$ cat config.mk
export PLATFORM = sky130hd
export DESIGN_NAME = fetch_ctrl
export DESIGN_NICKNAME = d
export VERILOG_FILES = /design/src/rtl/cpu_pkg.sv /design/src/rtl/ret_stack.sv /design/src/rtl/fetch_ctrl.sv
export SDC_FILE = /design/constraint.sdc
export NUM_CORES = 1
export LEC_CHECK = 0
export ABC_AREA = 0
export BUFFER_PORTS_ARGS = -buffer_cell sky130_fd_sc_hd__buf_2
export CORE_ASPECT_RATIO = 0.8
export CORE_MARGIN = 3
export CORE_UTILIZATION = 56
export DETAILED_ROUTE_END_ITERATION = 8
export GPL_TIMING_DRIVEN = 0
export PLACE_DENSITY_LB_ADDON = 0.1
export SLEW_MARGIN = 15
export SYNTH_ARGS = -nofsm -noshare
export SYNTH_HDL_FRONTEND = slang
export SYNTH_SLANG_ARGS = --single-unit
$ cat constraint.sdc
create_clock -name clk -period 3.55 [get_ports clk]
set_input_delay 0.71 -clock clk [delete_from_list [all_inputs] [get_ports clk]]
set_output_delay 0.71 -clock clk [all_outputs]
set_load 0.1 [all_outputs]
$ cat src/rtl/cpu_pkg.sv
`default_nettype none
// +----------------------------------------------------------------------+
// | cpu_pkg: shared constants and fetch FSM state encodings               |
// | Rev 1.0                                                               |
// +----------------------------------------------------------------------+
package cpu_pkg;
  localparam int c_pc_w    = 10;
  localparam int c_err_unf = 0;
  localparam int c_err_ovf = 1;

  typedef enum logic [1:0] {
    BOOT = 2'd0,
    RUN  = 2'd1,
    HALT = 2'd2
  } fetch_state_t;
endpackage
`default_nettype wire

$ cat src/rtl/ret_stack.sv
`default_nettype none
// +----------------------------------------------------------------------+
// | ret_stack: LIFO of return addresses, push/pop never issued together  |
// | Rev 1.0                                                               |
// +----------------------------------------------------------------------+
module ret_stack #(
  parameter int AW     = 10,
  parameter int SDEPTH = 4
) (
  input  logic          clk,
  input  logic          reset_n,
  input  logic          push,
  input  logic          pop,
  input  logic [AW-1:0] din,
  output logic [AW-1:0] top,
  output logic          full,
  output logic          empty
);
  localparam int c_pw = $clog2(SDEPTH);

  logic [AW-1:0] r_mem [SDEPTH];
  logic [c_pw:0] r_sp;
  logic [c_pw-1:0] w_top_idx;

  assign w_top_idx = c_pw'(r_sp - (c_pw+1)'(1));
  assign top       = r_mem[w_top_idx];
  assign full      = (r_sp == (c_pw+1)'(SDEPTH));
  assign empty     = (r_sp == '0);

  always_ff @(posedge clk) begin
    if (!reset_n) begin
      r_sp <= '0;
    end else if (push) begin
      r_sp <= r_sp + (c_pw+1)'(1);
    end else if (pop) begin
      r_sp <= r_sp - (c_pw+1)'(1);
    end
  end

  // Storage is not reset; only the pointer defines what is valid.
  always_ff @(posedge clk) begin
    if (reset_n && push) begin
      r_mem[r_sp[c_pw-1:0]] <= din;
    end
  end
endmodule
`default_nettype wire

$ cat src/rtl/fetch_ctrl.sv
`default_nettype none
// +----------------------------------------------------------------------+
// | fetch_ctrl: PC sequencer, instruction register and return stack      |
// | Optional interrupt entry enabled by FETCH_IRQ_EN.  Rev 1.0           |
// +----------------------------------------------------------------------+
module fetch_ctrl
  import cpu_pkg::*;
#(
  parameter int AW     = c_pc_w,
  parameter int DW     = 16,
  parameter int SDEPTH = 4
`ifdef FETCH_IRQ_EN
  ,
  parameter logic [AW-1:0] IRQ_VEC = 10'h3F0
`endif
) (
  input  logic          clk,
  input  logic          reset_n,
  output logic [AW-1:0] pm_addr,
  input  logic [DW-1:0] pm_rd,
  output logic [DW-1:0] instr,
  output logic          instr_valid,
  output logic [AW-1:0] pc_out,
  input  logic          stall,
  input  logic          jump,
  input  logic [AW-1:0] jump_addr,
  input  logic          branch,
  input  logic [7:0]    br_off,
  input  logic          call,
  input  logic          ret,
`ifdef FETCH_IRQ_EN
  input  logic          irq,
  output logic          irq_ack,
`endif
  output logic          halted,
  output logic [1:0]    err
);
  localparam logic [AW-1:0] c_one = AW'(1);

  fetch_state_t  r_state, w_state_nxt;
  logic [AW-1:0] r_pc, w_pc_nxt;
  logic [AW-1:0] r_pc_out;
  logic [DW-1:0] r_instr;
  logic          r_valid, w_valid_nxt;
  logic [1:0]    r_err, w_err_set;
  logic          w_load, w_push, w_pop;
  logic [AW-1:0] w_push_data, w_top, w_br_ext;
  logic          w_full, w_empty;
`ifdef FETCH_IRQ_EN
  logic          r_in_isr, w_in_isr_nxt;
  logic          r_irq_ack, w_irq_ack_nxt;
  assign irq_ack = r_irq_ack;
`endif

  assign w_br_ext    = {{(AW-8){br_off[7]}}, br_off};
  assign pm_addr     = r_pc;
  assign instr       = r_instr;
  assign instr_valid = r_valid;
  assign pc_out      = r_pc_out;
  assign halted      = (r_state == HALT);
  assign err         = r_err;

  ret_stack #(.AW(AW), .SDEPTH(SDEPTH)) u_ret_stack (
    .clk     (clk),
    .reset_n (reset_n),
    .push    (w_push),
    .pop     (w_pop),
    .din     (w_push_data),
    .top     (w_top),
    .full    (w_full),
    .empty   (w_empty)
  );

  always_comb begin
    w_state_nxt = r_state;
    w_pc_nxt    = r_pc;
    w_valid_nxt = r_valid;
    w_load      = 1'b0;
    w_push      = 1'b0;
    w_pop       = 1'b0;
    w_push_data = r_pc_out + c_one;
    w_err_set   = 2'b00;
`ifdef FETCH_IRQ_EN
    w_in_isr_nxt  = r_in_isr;
    w_irq_ack_nxt = 1'b0;
`endif
    case (r_state)
      HALT: w_valid_nxt = 1'b0;
      default: begin
        // BOOT is a plain fetch of address 0 with nothing valid to act on.
        if (!stall) begin
          w_state_nxt = RUN;
          w_load      = 1'b1;
          w_pc_nxt    = r_pc + c_one;
          w_valid_nxt = 1'b1;
          if (r_valid) begin
            if (ret) begin
              if (w_empty) begin
                w_err_set[c_err_unf] = 1'b1;
              end else begin
                w_pop       = 1'b1;
                w_pc_nxt    = w_top;
                w_valid_nxt = 1'b0;
`ifdef FETCH_IRQ_EN
                w_in_isr_nxt = 1'b0;
`endif
              end
            end else if (call) begin
              if (w_full) begin
                w_err_set[c_err_ovf] = 1'b1;
              end else begin
                w_push      = 1'b1;
                w_pc_nxt    = jump_addr;
                w_valid_nxt = 1'b0;
              end
            end else if (jump) begin
              w_pc_nxt    = jump_addr;
              w_valid_nxt = 1'b0;
            end else if (branch) begin
              w_pc_nxt    = r_pc_out + w_br_ext;
              w_valid_nxt = 1'b0;
            end
`ifdef FETCH_IRQ_EN
            else if (irq && !r_in_isr) begin
              if (w_full) begin
                w_err_set[c_err_ovf] = 1'b1;
              end else begin
                w_push        = 1'b1;
                w_push_data   = r_pc;
                w_pc_nxt      = IRQ_VEC;
                w_valid_nxt   = 1'b0;
                w_in_isr_nxt  = 1'b1;
                w_irq_ack_nxt = 1'b1;
              end
            end
`endif
          end
        end
      end
    endcase
    // A stack fault freezes the fetch path where it stands.
    if (w_err_set != 2'b00) begin
      w_state_nxt = HALT;
      w_pc_nxt    = r_pc;
      w_valid_nxt = 1'b0;
      w_load      = 1'b0;
    end
  end

  always_ff @(posedge clk) begin
    if (!reset_n) begin
      r_state  <= BOOT;
      r_pc     <= '0;
      r_pc_out <= '0;
      r_instr  <= '0;
      r_valid  <= 1'b0;
      r_err    <= 2'b00;
    end else begin
      r_state <= w_state_nxt;
      r_pc    <= w_pc_nxt;
      r_valid <= w_valid_nxt;
      r_err   <= r_err | w_err_set;
      if (w_load) begin
        r_instr  <= pm_rd;
        r_pc_out <= r_pc;
      end
    end
  end

`ifdef FETCH_IRQ_EN
  always_ff @(posedge clk) begin
    if (!reset_n) begin
      r_in_isr  <= 1'b0;
      r_irq_ack <= 1'b0;
    end else begin
      r_in_isr  <= w_in_isr_nxt;
      r_irq_ack <= w_irq_ack_nxt;
    end
  end
`endif
endmodule
`default_nettype wire
### Word-level counts from Yosys, hierarchy flattened

Memory sizes are Yosys's and may differ from the RTL's.
Index checks and enable logic that the tools add are counted.

* bits in registers: 44
* latch bits: 0
* bits in writable memories: 40
* bits in read-only memories: 0
* input port bits: 41
* output and inout port bits: 40
* word-level logic and storage cells: 73
* memories kept: 1

Memory list
* u_ret_stack.r_mem: depth 4, width 10, read ports 1, clocked after memory_dff 0, wr ports 1, RTL line ret_stack.sv:21 `logic [AW-1:0] r_mem [SDEPTH];`

* $add $sub $neg: 5
* multipliers: 0
* div/mod/pow operators: 0
* magnitude comparators: 0
* equal/unequal tests: 4
* shift-type cells: 0
* multiplexer cells: 41
* bitwise operators: 5
* reduce and logical (&&, ||, !) cells: 9

Operators with widths (number)
* $mux 10: 7
* $mux 1: 26
* $add 10x1->10 const B: 2
* $mux 2: 6
* $add 10x10->10: 1
* $mux 3: 2
* $ne 2x1->1 const B: 2
* $not 1->1: 4
* $reduce_and 2->1: 2
* $reduce_bool 2->1: 2
* $add 3x1->3 const B: 1
* $eq 3x3->1 const B: 1
* $logic_not 3->1: 1
* $reduce_and 3->1: 1
* $reduce_or 3->1: 1
* $sub 3x1->3 const B: 1
* $eq 2x2->1 const B: 1
* $or 2x2->2: 1
* $reduce_or 2->1: 1
* $logic_and 1x1->1: 1

### Longest topological paths before layout

* depth after elaboration: 10
* gate-level depth with buffers: 11

### Hierarchy

From an unflattened synthesis, not the netlist that was laid out.

* cell total of the unflattened synthesis: 417
* area total of the unflattened synthesis: 4445.5 sq um

Modules (own cells, without submodules)
* fetch_ctrl: instances 1, cells each 336, area each 2722.6 sq um, seq. area each 820.8 sq um
* ret_stack: instances 1, cells each 81, area each 1722.9 sq um, seq. area each 1261.2 sq um

### Worst setup path before layout

No wires, ideal clock.

* path type: reg-to-reg
* start: register r_valid (netlist: instr_valid)
* end: memory u_ret_stack.r_mem[0][0] (enable)
* setup time: 343 ps
* arrival: 2500 ps
* data required time: 3207 ps
* path slack: 707 ps
* stages on the path, launching flop included: 6
* clock period less this slack: 2843 ps
* path through: dfxtp_1 -> buf_2 -> inv_1 -> or3_1 -> and4bb_2 -> and3_1

* word-level cells in the longest chain between the ends: 6

RTL lines
* start, declared: RTL line fetch_ctrl.sv:44 `logic r_valid, w_valid_nxt;`
* start signal, assigned: RTL line fetch_ctrl.sv:161 `r_valid <= w_valid_nxt;`
* $mux 1: RTL line fetch_ctrl.sv:96 `if (r_valid) begin`
* $mux 1: RTL line fetch_ctrl.sv:91 `if (!stall) begin`
* $mux 1: RTL line fetch_ctrl.sv:87 `case (r_state)`
* $logic_and 1x1->1: RTL line ret_stack.sv:42 `if (reset_n && push) begin`
* $mux 1: RTL line ret_stack.sv:42
* $mux 1 (not written as such): RTL line ret_stack.sv:43 `r_mem[r_sp[c_pw-1:0]] <= din;`
* end, declared: RTL line ret_stack.sv:21

No other way between the ends.

### Worst setup path in the final report

* start: register u_ret_stack.r_sp[0]
* end: register r_pc[9] (netlist: pm_addr[9])

* word-level cells in the longest chain between the ends: 10
* elaborated cells on any way between the ends: 20

RTL lines
* start, declared: RTL line ret_stack.sv:22 `logic [c_pw:0] r_sp;`
* start signal, assigned: RTL line ret_stack.sv:34 `r_sp <= r_sp + (c_pw+1)'(1);`
* start signal, assigned: RTL line ret_stack.sv:36 `r_sp <= r_sp - (c_pw+1)'(1);`
* $eq 3x3->1: RTL line ret_stack.sv:27 `assign full = (r_sp == (c_pw+1)'(SDEPTH));`
* $mux 1: RTL line fetch_ctrl.sv:109 `if (w_full) begin`
* $mux 1: RTL line fetch_ctrl.sv:108 `end else if (call) begin`
* $mux 1: RTL line fetch_ctrl.sv:97 `if (ret) begin`
* $mux 2: RTL line fetch_ctrl.sv:96
* $mux 2: RTL line fetch_ctrl.sv:91
* $mux 2: RTL line fetch_ctrl.sv:87
* $reduce_bool 2->1: RTL line fetch_ctrl.sv:142 `if (w_err_set != 2'b00) begin`
* $not 1->1 (no source line)
* $reduce_and 3->1 (no source line)
* end signal, assigned: RTL line fetch_ctrl.sv:160 `r_pc <= w_pc_nxt;`
* end, declared: RTL line fetch_ctrl.sv:41 `logic [AW-1:0] r_pc, w_pc_nxt;`

Several ways; a longest one is shown, not always the timed one.
A chain may end at the register's enable or synchronous reset.

==> metrics <==
Net Sw Frac 31.7%; num rows 28; Routed Antenna Nets 0; # IOs 81; Max transition margin 48.7%; reg-to-reg startpoint u_ret_stack.r_sp[0]; Total Routing Usage GR 27.8%; Slew Viols, Final 0; die area 8980 um^2; Pwr Density 460 nW/um^2; post-DR wirelength/cell 18.7 um; DP HPWL 8800 um; final net count 591; RSZ-0062 raised after global routing false; critical setup path kind reg2reg; Root Driver clkbuf_8; Seq cells post-synth 84; Worst Path Arrival 3.38 ns; Net Count, Synth 500; Reg power frac 45.0%; share of the synthesized area in the top cell type 27.2%; Critical Path Stages 9; H-tree depth 3; worst hold start err[0]; share of layout cells above drive strength 1 20.6%; Final Setup Violations 0; most used cell, CP o31ai_1; Max Freq 319 MHz; global route overflow 0; Internal 1630 uW; Vias 3,828; sw power 755 uW; Worst Setup Start Kind register; fin crit share 88.4%; Initial Util 58.5%; Area growth syn-to-layout 17.5%; Pre-antenna DRT Iters 5; hold-fix buffers at CTS 0; CP required 3.79 ns; total negative slack 0 ns; Fillers 618; combinational fraction of design power 20.0%; Reg2Reg Setup Slack 0.41 ns; Chip Height 85.4 um; Clock power frac 35.0%; Via density 5.95; most common library cells after synthesis 71 x nand2_1, 44 x dfxtp_1, 40 x edfxtp_1; clk buf depth 2; final hold violations 0; syn_area_per_cell 9.97 um^2; Synth cell types 55; DRT iter0 DRCs 295; Post-CTS Repair Setup Buffers 0; Mapped Area 4410 um^2; largest net degree at the start of global routing 15; clock skew 0.0149 ns; min Tclk post-route 3.14 ns; Clock transition at path regs 0.09 ns; CTS resizes 0; reg2reg end pm_addr[9]; sequential fraction of the synthesis area 47.2%; CP Capture Type register; most frequent cell after synthesis nand2_1; Routed WL 12,000 um; Cells after Synth 442; Cell Area, Placed 4940 um^2; core box area 7530 um^2; Top FF cell, synth dfxtp_1; first-pass GRT wire length 19,200 um; FF-to-FF path depth 9; ranking of synthesized cells by area edfxtp_1 27%, dfxtp_1 20%, nand2_1 6.0%; CTS tree yes; total CTS buffers 9; routability cong. 0.966; Worst VDD drop 0.240 mV; Hold Path Stages 1; status completed; Port-buffer cells 80; Sink Count 84; Antenna diodes 0; die extent in x 105 um; Max Cap Violations 0; crit-path cells buf_2 > inv_1 > ha_1 > clkbuf_1 > mux4_2 > nand3_1 > o31ai_1 > a221oi_1 > o31ai_1; drt drc 0; Worst Path Max Fanout 10; yosys warns 0; Static Leak 0.00208 uW; Clock Latency Late Sink 0.37 ns; slowest cell on the critical path clkbuf_1; buffers and inverters on the worst path 3; Final Cell Area 5180 um^2; initial antenna violation count 0; Worst Hold End err[0]; critical path's top delay family buffers and inverters; Async SR Flop Fraction 0%; Slew @ Worst Pin 0.764 ns; type of the tightest min-delay check reg2reg; vias in the first global route 3,561; cell taking the most area after synthesis edfxtp_1; number of synthesized flops with an enable pin 40; Max stage delay on crit path 0.51 ns
[worst max-delay path by stage]
stage	startpoint	end	slack [ns]
6_report	u_ret_stack.r_sp[0]	pm_addr[9]	0.41
5_1_grt	u_ret_stack.r_sp[0]	pm_addr[9]	0.17
4_1_cts	u_ret_stack.r_sp[0]	pm_addr[9]	0.36
3_5_place_dp	u_ret_stack.r_sp[0]	pm_addr[9]	0.42
3_3_place_gp	u_ret_stack.r_sp[0]	pm_addr[9]	0.49
2_1_floorplan	instr_valid	u_ret_stack.r_mem[0][0]	0.71
[stage by stage]
step	power [uW]	utilization [%]	setup WS, ns	hold WS, ns	cells
2_1_floorplan	1440	-	0.707	0.458	442
3_3_place_gp	1560	65.6	0.488	0.443	627
3_5_place_dp	1560	65.6	0.416	0.449	627
4_1_cts	2380	68.8	0.359	0.467	643
5_1_grt	2460	68.8	0.171	0.498	643
6_report	2380	68.8	0.410	0.466	643
[kinds of logic after synthesis]
| family | Yosys count | synth area share [%] |
|---|---|---|
| compound gates | 108 | 16.9 |
| xor+xnor | 20 | 3.97 |
| fa+ha+maj | 17 | 5.00 |
| buf+inv | 32 | 2.90 |
| flops | 84 | 47.2 |
| mux | 12 | 5.56 |
| simple gates | 169 | 18.4 |
[registers in the layout (all words and copies together), names as in the netlist]
register	cells
u_ret_stack.r_mem	40
pc_out	10
instr_valid	1
err	2
u_ret_stack.r_sp	3
instr	16
pm_addr	10
r_state	2
[power groups by stage]
stage / Clock [uW] / Combinational (uW) / Sequential [uW]
floorplan: 0 / 169 / 1270
global placement: 0 / 464 / 1090
detailed placement: 0 / 468 / 1090
CTS: 842 / 470 / 1070
global route: 882 / 506 / 1080
finish: 833 / 475 / 1070
[per-layer routing]
layer  global-route usage [%]  vias to the layer above  share of wire, %
li1                         -                     1808                 -
met4                     8.94                        0               2.1
met5                        0                        -                 0
met1                     41.2                     1822                46
met2                     40.2                      176                43
met3                     6.39                       22               8.6
[final cells by class]
cell class | count | area (um^2) | area share, %
timing repair buffer | 80 | 400 | 7.73
clock inverter | 6 | 111 | 2.15
buffer | 22 | 90.1 | 1.74
clock buffer | 10 | 128 | 2.46
inverter | 10 | 37.5 | 0.725
multi-input combinational | 326 | 2200 | 42.4
sequential | 84 | 2080 | 40.2
tap | 105 | 131 | 2.54
[cells in the final DEF, fill, tap and decap left out, drive strengths merged, types with 3 or more instances in the layout]
cell,n
a21boi,28
dfxtp,44
ha,16
a21o,4
o31ai,4
xnor2,8
o211ai,4
or3,3
o21a,5
inv,11
nor3,11
buf,84
bufinv,3
a22oi,3
a21oi,17
clkbuf,28
a22o,3
nand2,71
mux4,10
xor2,12
and2,4
and3,10
edfxtp,40
nand4,5
o21ai,18
nand3,19
a211oi,6
nor2,25
nand2b,6
Note: power is estimated with default switching activity, not from simulation.
